File: config.mk
export PLATFORM = sky130hd
export DESIGN_NAME = ff_pad_fifo
export DESIGN_NICKNAME = d
export VERILOG_FILES = /design/src/rtl/jpeg_fifo_pkg.sv /design/src/rtl/fifo_ram_2p.sv /design/src/rtl/ff_pad_fifo.sv
export SDC_FILE = /design/constraint.sdc
export NUM_CORES = 2
export LEC_CHECK = 0
export CELL_PAD_IN_SITES_DETAIL_PLACEMENT = 0
export CELL_PAD_IN_SITES_GLOBAL_PLACEMENT = 1
export CORE_MARGIN = 5
export CORE_UTILIZATION = 59
export CTS_CLUSTER_SIZE = 20
export DETAILED_ROUTE_END_ITERATION = 7
export HOLD_SLACK_MARGIN = 0.15
export PLACE_DENSITY = 0.81
export SETUP_SLACK_MARGIN = 0.5
export SLEW_MARGIN = 20
export SYNTH_ARGS = -nofsm -noshare
export SYNTH_HDL_FRONTEND = slang
export SYNTH_HIERARCHICAL = 1
export SYNTH_SLANG_ARGS = --single-unit
File: constraint.sdc
create_clock -name clk -period 31.3 [get_ports clk]
set_input_delay 6.26 -clock clk [delete_from_list [all_inputs] [get_ports clk]]
set_output_delay 6.26 -clock clk [all_outputs]
set_load 0.005 [all_outputs]
File: src/rtl/jpeg_fifo_pkg.sv
// Shared constants and types for the padded FIFO.
//   DEF_DATA_W / DEF_DEPTH / DEF_PAD_W : default payload width, entry count, pad width
//   ptr_w()                            : pointer width (address bits plus a wrap bit)
//   err_flags_t                        : sticky overflow / underflow flags
package jpeg_fifo_pkg;

    localparam int DEF_DATA_W = 91;
    localparam int DEF_DEPTH  = 16;
    localparam int DEF_PAD_W  = 2;

    function automatic int ptr_w(input int depth);
        return $clog2(depth) + 1;
    endfunction

    typedef struct packed {
        logic ovf;
        logic udf;
    } err_flags_t;

endpackage

File: src/rtl/fifo_ram_2p.sv
// Two-port storage for ff_pad_fifo: one write port, one registered read port.
//   clk, rst       : clock; rst clears only the read register (the array is never cleared)
//   we/waddr/wdata : write port
//   re/raddr       : read request; rdata loads on the next rising edge and holds otherwise
//   rdata          : registered read data
module fifo_ram_2p #(
    parameter int DATA_W = 91,
    parameter int DEPTH  = 16
) (
    input  logic                     clk,
    input  logic                     rst,
    input  logic                     we,
    input  logic [$clog2(DEPTH)-1:0] waddr,
    input  logic [DATA_W-1:0]        wdata,
    input  logic                     re,
    input  logic [$clog2(DEPTH)-1:0] raddr,
    output logic [DATA_W-1:0]        rdata
);

    logic [DATA_W-1:0] mem [DEPTH];

    always_ff @(posedge clk) begin
        if (we)
            mem[waddr] <= wdata;
    end

    always_ff @(posedge clk or posedge rst) begin
        if (rst)
            rdata <= '0;
        else if (re)
            rdata <= mem[raddr];
    end

endmodule

File: src/rtl/ff_pad_fifo.sv
// Synchronous FIFO where each write may reserve extra dummy slots after its
// payload. Dummy slots keep stale memory contents and read back like real data.
//   clk, rst                 : clock, asynchronous active-high reset
//   wr_en, wr_data, wr_pad   : write request, payload, number of trailing dummy slots
//   rd_req                   : read request
//   rd_data, rd_valid        : registered read data, pulsed the cycle after an accepted read
//   empty, full, almost_full : occupancy decodes from the registered pointers
//   count                    : slots in use, dummy slots included
//   err_ovf, err_udf         : sticky error flags
// Optional feature macro: FF_PAD_FIFO_ERR_CHK_EN enables the sticky error flags;
// without it both flags are constant 0.
module ff_pad_fifo
    import jpeg_fifo_pkg::*;
#(
    parameter int DATA_W   = DEF_DATA_W,
    parameter int DEPTH    = DEF_DEPTH,
    parameter int PAD_W    = DEF_PAD_W,
    parameter int AF_LEVEL = DEPTH - 2
) (
    input  logic                   clk,
    input  logic                   rst,
    input  logic                   wr_en,
    input  logic [DATA_W-1:0]      wr_data,
    input  logic [PAD_W-1:0]       wr_pad,
    input  logic                   rd_req,
    output logic [DATA_W-1:0]      rd_data,
    output logic                   rd_valid,
    output logic                   empty,
    output logic                   full,
    output logic                   almost_full,
    output logic [$clog2(DEPTH):0] count,
    output logic                   err_ovf,
    output logic                   err_udf
);

    localparam int AW = $clog2(DEPTH);
    localparam int PW = ptr_w(DEPTH);
    localparam logic [31:0] AF_U = AF_LEVEL;

    logic [PW-1:0] wr_ptr, rd_ptr;
    logic [PW-1:0] wr_step;
    logic [31:0]   space, need;
    logic          wr_ok, rd_ok;

    // Pointer difference wraps modulo 2*DEPTH, so the wrap bit keeps full vs empty distinct.
    assign count       = wr_ptr - rd_ptr;
    assign empty       = (count == '0);
    assign full        = (count == PW'(DEPTH));
    assign almost_full = (32'(count) >= AF_U);

    // A write needs room for its payload plus every pad slot, or it is dropped whole.
    // Space is judged on the pre-edge count: a same-cycle read frees nothing.
    assign space   = 32'(DEPTH) - 32'(count);
    assign need    = 32'(wr_pad) + 32'd1;
    assign wr_ok   = wr_en && (space >= need);
    assign rd_ok   = rd_req && !empty;
    assign wr_step = PW'(wr_pad) + PW'(1);

    always_ff @(posedge clk or posedge rst) begin
        if (rst) begin
            wr_ptr   <= '0;
            rd_ptr   <= '0;
            rd_valid <= 1'b0;
        end else begin
            if (wr_ok)
                wr_ptr <= wr_ptr + wr_step;
            if (rd_ok)
                rd_ptr <= rd_ptr + PW'(1);
            rd_valid <= rd_ok;
        end
    end

    fifo_ram_2p #(
        .DATA_W (DATA_W),
        .DEPTH  (DEPTH)
    ) u_ram (
        .clk   (clk),
        .rst   (rst),
        .we    (wr_ok),
        .waddr (wr_ptr[AW-1:0]),
        .wdata (wr_data),
        .re    (rd_ok),
        .raddr (rd_ptr[AW-1:0]),
        .rdata (rd_data)
    );

`ifdef FF_PAD_FIFO_ERR_CHK_EN
    err_flags_t err_q;

    always_ff @(posedge clk or posedge rst) begin
        if (rst) begin
            err_q <= '0;
        end else begin
            if (wr_en && !wr_ok)
                err_q.ovf <= 1'b1;
            if (rd_req && empty)
                err_q.udf <= 1'b1;
        end
    end

    assign err_ovf = err_q.ovf;
    assign err_udf = err_q.udf;
`else
    assign err_ovf = 1'b0;
    assign err_udf = 1'b0;
`endif

endmodule
# Yosys cells after proc, flatten, opt, wreduce, memory -nomap -nowiden
# Memories as Yosys holds them, arrays and structs flattened. A register that Yosys moved wholly into a read port is not among the register bits.
# Cells that the tools add are included.
totals:
  regBits: 11
  ram_bits: 1456
  out_inout_bits: 102
  wordCells: 19
  mem_count: 1
op_classes:
  addsub: 6
  magnitude_cmp: 2
  eq_ne: 1
  n_mux: 2
  reduce_logical: 4
mem_list:
  columns: ["memory", "depth", "width", "read_ports", "rd_ports_with_merged_regs", "wr", "line_no", "rtl"]
  rows:
  - ["u_ram.mem", 16, 91, 1, 1, 1, "fifo_ram_2p.sv:20", "logic [DATA_W-1:0] mem [DEPTH];"]
op_table:
  columns: ["op", "count"]
  rows:
  - ["32-bit by 3-bit greater-or-equal comparator with 1-bit output", 1]
  - ["2-bit by 1-bit adder with 3-bit output, second input constant", 2]
  - ["5-bit by 5-bit subtractor with 6-bit output, first input constant", 1]
  - ["5-bit by 1-bit adder with 5-bit output, second input constant", 1]
  - ["5-bit by 3-bit adder with 5-bit output", 1]
  - ["5-bit equality test, second input constant", 1]
  - ["5-bit by 4-bit greater-or-equal comparator with 1-bit output, second input constant", 1]
  - ["5-bit zero test", 1]
  - ["5-bit subtractor", 1]
  - ["1-bit logical AND", 2]
  - ["1-bit two-way mux", 2]
  - ["1-bit zero test", 1]

# Depth between registers and ports, before layout
depth:
  depth_word: 6
  depth_mapped: 15

# By module
# The synthesis kept the hierarchy.
by_module_without_submodules:
  columns: ["module", "instances", "cells_per_inst", "area_each_um2", "seq_area_each_um2"]
  rows:
  - ["fifo_ram_2p", 1, 2444, 58778.9, 45999.1]
  - ["ff_pad_fifo", 1, 121, 1072.3, 275.3]

# Worst setup path before layout
# OpenSTA, ideal clock, no wires.
synth_path:
  kind: "input to register"
  startpoint: "input port wr_pad[0]"
  endpoint: "memory u_ram.mem[0][0] (enable)"
  setup_time_ps: 652
  t_arrival_ps: 14046
  required_time_ps: 30648
  path_slack_ps: 16602
  cell_stages: 8
  n_path_buf: 1
  path_cell_list: "ha_1 > inv_1 > ha_1 > a31oi_1 > buf_2 > a21oi_1 > or3b_2 > nor3_1"
synth_via:
  elab_chain_cells: 5
synth_rtl:
  columns: ["element", "line_no", "rtl"]
  rows:
  - ["from (decl)", "ff_pad_fifo.sv:24", "input logic [PAD_W-1:0] wr_pad,"]
  - ["2-bit by 1-bit adder with 3-bit output", "ff_pad_fifo.sv:54", "assign need = 32'(wr_pad) + 32'd1;"]
  - ["32-bit by 3-bit greater-or-equal comparator with 1-bit output", "ff_pad_fifo.sv:55", "assign wr_ok = wr_en && (space >= need);"]
  - ["1-bit logical AND", "ff_pad_fifo.sv:55", null]
  - ["net wr_ok", "ff_pad_fifo.sv:43", "logic wr_ok, rd_ok;"]
  - ["1-bit two-way mux", "fifo_ram_2p.sv:23", "if (we)"]
  - ["1-bit two-way mux (not written as such)", "fifo_ram_2p.sv:24", "mem[waddr] <= wdata;"]
  - ["to (decl)", "fifo_ram_2p.sv:20", null]
# The timed path passes the listed nets, and every way through them passes these cells.

# Worst setup path after layout
layout_path:
  startpoint: "input port wr_pad[1]"
  endpoint: "memory u_ram.mem[10][7] (enable)"
# Same word-level chain as after synthesis.

==> reports/qor.yml <==
logic_synthesis:
  yosysWarnings: 6
  yosysSeqAreaShare: 0.773
  async_flop_share: 0.0655
  synth_cell_types: 51
  synth.area.top_cells: "edfxtp_1 73%, mux4_2 13%, dfrtp_1 4.3%"
  synth.avg_cell_area_um2: 23.3
  ys_ff_latch: 1558
  synth_top_cell_by_area: "edfxtp_1"
  synth_cells: 2565
  synth_edf_count: 1456
  synth_top_area_share: 0.731
  synthFlopType: "edfxtp_1"
  syn_area_mm2: 0.0599
clock_tree:
  cts_buffers: 153
  clockBufferDepth: 3
  post_cts_buffers: 0
  root_buffer: "clkbuf_16"
  clock_latency_ns: 0.74
  cts_sinks: 1558
  postCtsHoldBufs: 0
  clk_pin_slew_ns: 0.06
  cts-resized-gates: 0
  htreeDepth: 4
  cts_tree: "yes"
route:
  drtAntennaViolNets: 0
  wl_met2_um: 67800
  wl_met3_um: 10600
  vias: 27900
  avgRoutedWirePerCell_um: 30.4
  viasPerCell: 6.47
  top_layer_used: "met5"
  routedLengthMet1_um: 49100
  drc_errors: 0
  wl_um: 131000
  drtIter0Drc: 2885
  firstDrtPassIters: 6
place:
  gp_congestion: 0.745
  place_worst_setup_slack_ns: 20.05
  dp_hpwl_um: 69100
  io_buffer_count: 196
timing:
  setup_tns_ns: 0
  fmax_ghz: 0.0954
  maxSlewViolCount: 0
  min_period_ns: 10.48
  relSlewSlack: 0.202
  tightest_slew_ns: 1.20
  hold_viol: 0
  finalClockSkew_ns: 0.0270
  rsz0062_at_grt: "false"
  whs_ns: 0.493
  finalCritPeriodShare: 0.335
  setup_viol: 0
  fin_ws_ns: 20.82
power_and_ir_drop:
  power_w: 0.00632
  p_leak_nw: 21.5
  p_per_area_mw_per_mm2: 93.5
  ir_drop_mv: 0.0758
floorplanning:
  die_area_mm2: 0.108
  rows: 116
  start_util: 0.596
  die_h_um: 329
  die_w_um: 329
  ios: 199
  coreArea_mm2: 0.100
global_route:
  grtUsageTotal: 0.245
  grt_max_degree: 134
  grt_pass1_wl_um: 195000
  first_global_vias: 29600
  antenna_found_initial: 6
  gr-total-overflow: 0
hold_path:
  hold_class: "flip-flop to flip-flop"
job:
  maxCapViolCount: 0
worst_setup_path:
  timing_worst_setup_path_type: "input port to flip-flop"
  cp_max_fo: 36
  crit_arrival_ns: 10.83
  critical_path_required_ns: 31.65
  cp-end-kind: "flip-flop"
  rrSetupSlack_ns: 24.83
  worstSetupStartpointType: "input port"
outcome:
  status: "finished, final reports clean"
layout:
  drive_gt1_frac: 0.250
  final_util: 0.673
  syn2layout_area_growth_pct: 12.9
  fin_nets: 2936
final timing paths:
| kind | start | to | cells past startpoint |
|---|---|---|---|
| max reg2reg | rd_ptr[1] | u_ram/mem[10][7] | 12 |
| min reg2reg | rd_ptr[4] | rd_ptr[4] | 1 |
| max in group asynchronous | rst | u_ram/rdata[11] | 3 |
| min | rd_ptr[4] | rd_ptr[4] | 1 |
| max | wr_pad[1] | u_ram/mem[10][7] | 10 |
| min in group asynchronous | rst | rd_valid | 2 |
cells in the mapped netlist, types with 2 or more instances:
cell,number
nand2b_1,7
a31oi_1,4
nand2_1,6
clkbuf_1,48
buf_6,47
and3_1,2
o21ai_0,6
a21oi_1,3
nor2_1,104
nand3b_1,2
o311ai_0,2
or2_2,2
buf_4,3
buf_8,9
mux2i_1,91
o22ai_1,92
buf_1,3
and2_1,3
edfxtp_1,1456
mux4_2,354
nor3_1,6
dfrtp_1,102
nand4_1,6
or3_1,3
xnor2_1,5
fa_1,2
buf_2,24
nor2b_1,3
mux4_1,10
buf_12,13
a221oi_2,91
ha_1,15
xor2_1,3
o2bb2ai_1,2
nand3_1,4
inv_1,17
cell families (layout without fill, tap and decap cells):
logic type                 after synthesis  count (layout)  share of synthesized area
adders and majority gates               17              17                    0.00380
DFF                                   1558            1558                      0.773
muxes                                  456             456                      0.153
and+or+nand+nor                        151             151                     0.0111
buffers and inverters                  165             546                     0.0222
AOI/OAI and AO/OA                      209             209                     0.0356
other                                    1               7                  0.0000627
xor gates and xnor gates                 8               8                    0.00117
report_power, final:
| group | total (W) | internal [W] | switching (W) |
|---|---|---|---|
| clock network | 0.00173 | 0.000981 | 0.000744 |
| logic | 0.00185 | 0.000850 | 0.00100 |
| registers | 0.00274 | 0.00258 | 0.000158 |
| total | 0.00632 | 0.00441 | 0.00190 |
worst max-delay path: stages:
cell             delay [ns]
clkdlybuf4s50_1        0.49
ha_1                   0.31
inv_1                  0.04
ha_1                   0.26
a31oi_1                0.35
a21oi_1                0.54
nand3b_1               0.39
nor2_4                 0.76
buf_4                  0.69
buf_4                  0.66
area by class of cell:
class,instances,area [um2]
fill,6161,32900
multi-input combinational,843,12400
inverter,18,70.1
sequential,1558,46300
antenna,5,12.5
clock buffer,222,4260
timing repair buffer,248,2420
clock inverter,58,452
tap,1357,1700
cell usage in the layout, fill, tap and decap left out, drive strengths merged, types with 3 or more instances in the layout:
master | synthesis | final
nor2b | 3 | 3
a221oi | 92 | 92
o22ai | 92 | 92
edfxtp | 1456 | 1456
o21ai | 6 | 6
bufinv | 0 | 4
mux4 | 364 | 364
nor2 | 104 | 104
and2 | 3 | 3
a31oi | 4 | 4
buf | 99 | 52
ha | 15 | 15
xnor2 | 5 | 5
clkbuf | 48 | 222
nand3 | 4 | 4
a21oi | 3 | 3
nand2b | 7 | 7
nand4 | 6 | 6
or3 | 3 | 3
dfrtp | 102 | 102
mux2i | 91 | 91
nor3 | 6 | 6
clkinvlp | 0 | 5
clkinv | 0 | 45
nand2 | 6 | 6
and3 | 3 | 3
xor2 | 3 | 3
diode | 0 | 5
clkdlybuf4s50 | 0 | 196
inv | 18 | 22
flip-flops by register name, summed over array words and instances, names as in the netlist:
register and count:
u_ram/mem 1456, u_ram/rdata 91, rd_ptr 5, wr_ptr 5
rd_valid 1
layer usage:
layer,global-route usage,vias to the layer above
met1,0.330,14900
met5,0,-
li1,-,11500
met2,0.415,1291
met3,0.0519,221
met4,0.0697,6
stage by stage:
stage	std cells	cell area (um2)
2_1_floorplan	2566	59900
3_3_place_gp	4023	62800
3_5_place_dp	4023	62800
4_1_cts	4303	67500
5_1_grt	4304	67600
6_report	4309	67600
Note: power is estimated with default switching activity, not from simulation.
==> edit, RTL diff (same flow settings) <==
`DEF_PAD_W`: 2 -> 3.
--- a/src/rtl/jpeg_fifo_pkg.sv
+++ b/src/rtl/jpeg_fifo_pkg.sv
@@ -8,3 +8,3 @@
     localparam int DEF_DEPTH  = 16;
-    localparam int DEF_PAD_W  = 2;
+    localparam int DEF_PAD_W  = 3;
 
Ports: changed (resized wr_pad); port bits go from 199 to 200. No check against the original RTL was run, so the function may have changed too.
==> edit against the original RTL <==
- worst hold slack worse by 0.0058 ns
- cell count down 0.46%
- sequential cell count unchanged
- worst setup slack better by 0.15 ns
- non-clock buffer count up 1
- clock power up 5%
- design area up 0.40%
- wire length down 0.34%
- total power up 3.3%
- area after synthesis down 0.16%
==> edit: results (changes against the original RTL) <==
| Metric | Value |
|---|---|
| Detailed placer's ending HPWL | `69860 um (was 69110 um)` |
| Drt pass-1 iters | `5 (was 6)` |
| Largest net degree at the start of global routing | `119 (was 134)` |
| Crit path DAT | `10.69 ns (was 10.83 ns)` |
| Status | `finished clean (unchanged)` |
| Clk slew on worst S/H paths | `0.05 ns` |
| DP Area | `0.06280 mm2 (was 0.06282 mm2)` |
| Clk_skew | `0.01801 ns (was 0.02699 ns)` |
| # nets final | `2915 (was 2936)` |
| Initial antenna violation count | `5 (was 6)` |
| Number of synthesized flops with an enable pin | `1456 (unchanged)` |
| Crit-path max FO | `48 (was 36)` |
| WL/cell | `30.41 um (was 30.37 um)` |
| Final setup margin | `20.97 ns (was 20.82 ns)` |
| Least-Margin Pin Slew | `1.179 ns (was 1.197 ns)` |
| Final Wtd Congestion | `0.7549 (was 0.7451)` |
| Layout Cells excl Fill | `4289 (was 4309)` |
| Total CTS buffers | `152 (was 153)` |
| Worst Hold Path EP | `wr_ptr[4] (was rd_ptr[4])` |
| Hold Crit Start | `wr_ptr[4] (was rd_ptr[4])` |
| Hold WS | `0.4870 ns (was 0.4928 ns)` |
| Total track usage | `24.72% (was 24.54%)` |
| Met3 WL post-DR | `10230 um (was 10600 um)` |
| Synth unique cells | `45 (was 51)` |
| Cells on worst reg2reg path | `14 (was 12)` |
| Crit path to | `u_ram/mem[3][42] (was u_ram/mem[10][7])` |
| GR Util met3 | `5.093% (was 5.195%)` |
| Crit path largest cell delay | `0.73 ns (was 0.76 ns)` |
| Setup slack at placement | `20.25 ns (was 20.05 ns)` |
| Pleak | `21.64 nW (was 21.48 nW)` |
| M1 WL | `50010 um (was 49070 um)` |
| Worst reg2reg setup slack | `24.97 ns (was 24.83 ns)` |
| Most frequent cells after synthesis | `1456 x edfxtp_1, 354 x mux4_2, 106 x nor2_1, 102 x dfrtp_1, 92 x mux2i_1 (was 1456 x edfxtp_1, 354 x mux4_2, 104 x nor2_1, 102 x dfrtp_1, 92 x o22ai_1)` |
| Seq/Total Area, Yosys | `77.44% (was 77.32%)` |
| Main area contributors after synthesis | `edfxtp_1 73%, mux4_2 13%, dfrtp_1 4.3% (unchanged)` |
| Met2 wire len | `66920 um (was 67800 um)` |
| # port buffers | `197 (was 196)` |
| Number of global-route vias before repair | `29421 (was 29559)` |
| First-pass GRT wire length | `194600 um (was 194700 um)` |
| Global Route met1 Usage | `33.93% (was 33.00%)` |
| Peak supply drop | `87.00 uV (was 75.83 uV)` |
| Syn_area_per_cell | `23.54 um2 (was 23.33 um2)` |
| Vias | `27445 (was 27880)` |
edit: where the power goes:
group | leakage, nW | total (mW) | internal [mW] | switching (mW)
Clock | 2.45 | 1.82 | 1.06 | 0.761
Combinational | 4.92 | 1.92 | 0.872 | 1.05
Sequential | 14.3 | 2.78 | 2.63 | 0.154
edit: cell families (layout without fill, tap and decap cells):
logic type      Yosys count  in the layout  share of synthesized area, %
flops                  1558           1558                         77.44
mux                     458            458                         15.37
xor+xnor                 14             14                        0.2178
other cells               1              6                      0.006276
fa+ha+maj                19             19                        0.4230
compound gates          197            197                         3.457
buf+inv                 162            550                         2.186
simple gates            130            130                        0.8983
edit: cell type report:
cell class	count	area, um2
fillers	6038	32440
flip-flops and latches	1558	46290
clock buffers	213	4214
inverters	17	68.82
diodes	4	10.01
well taps	1357	1698
repair buffers	249	2445
clock inverters	71	822.0
multi-input cells	820	12310
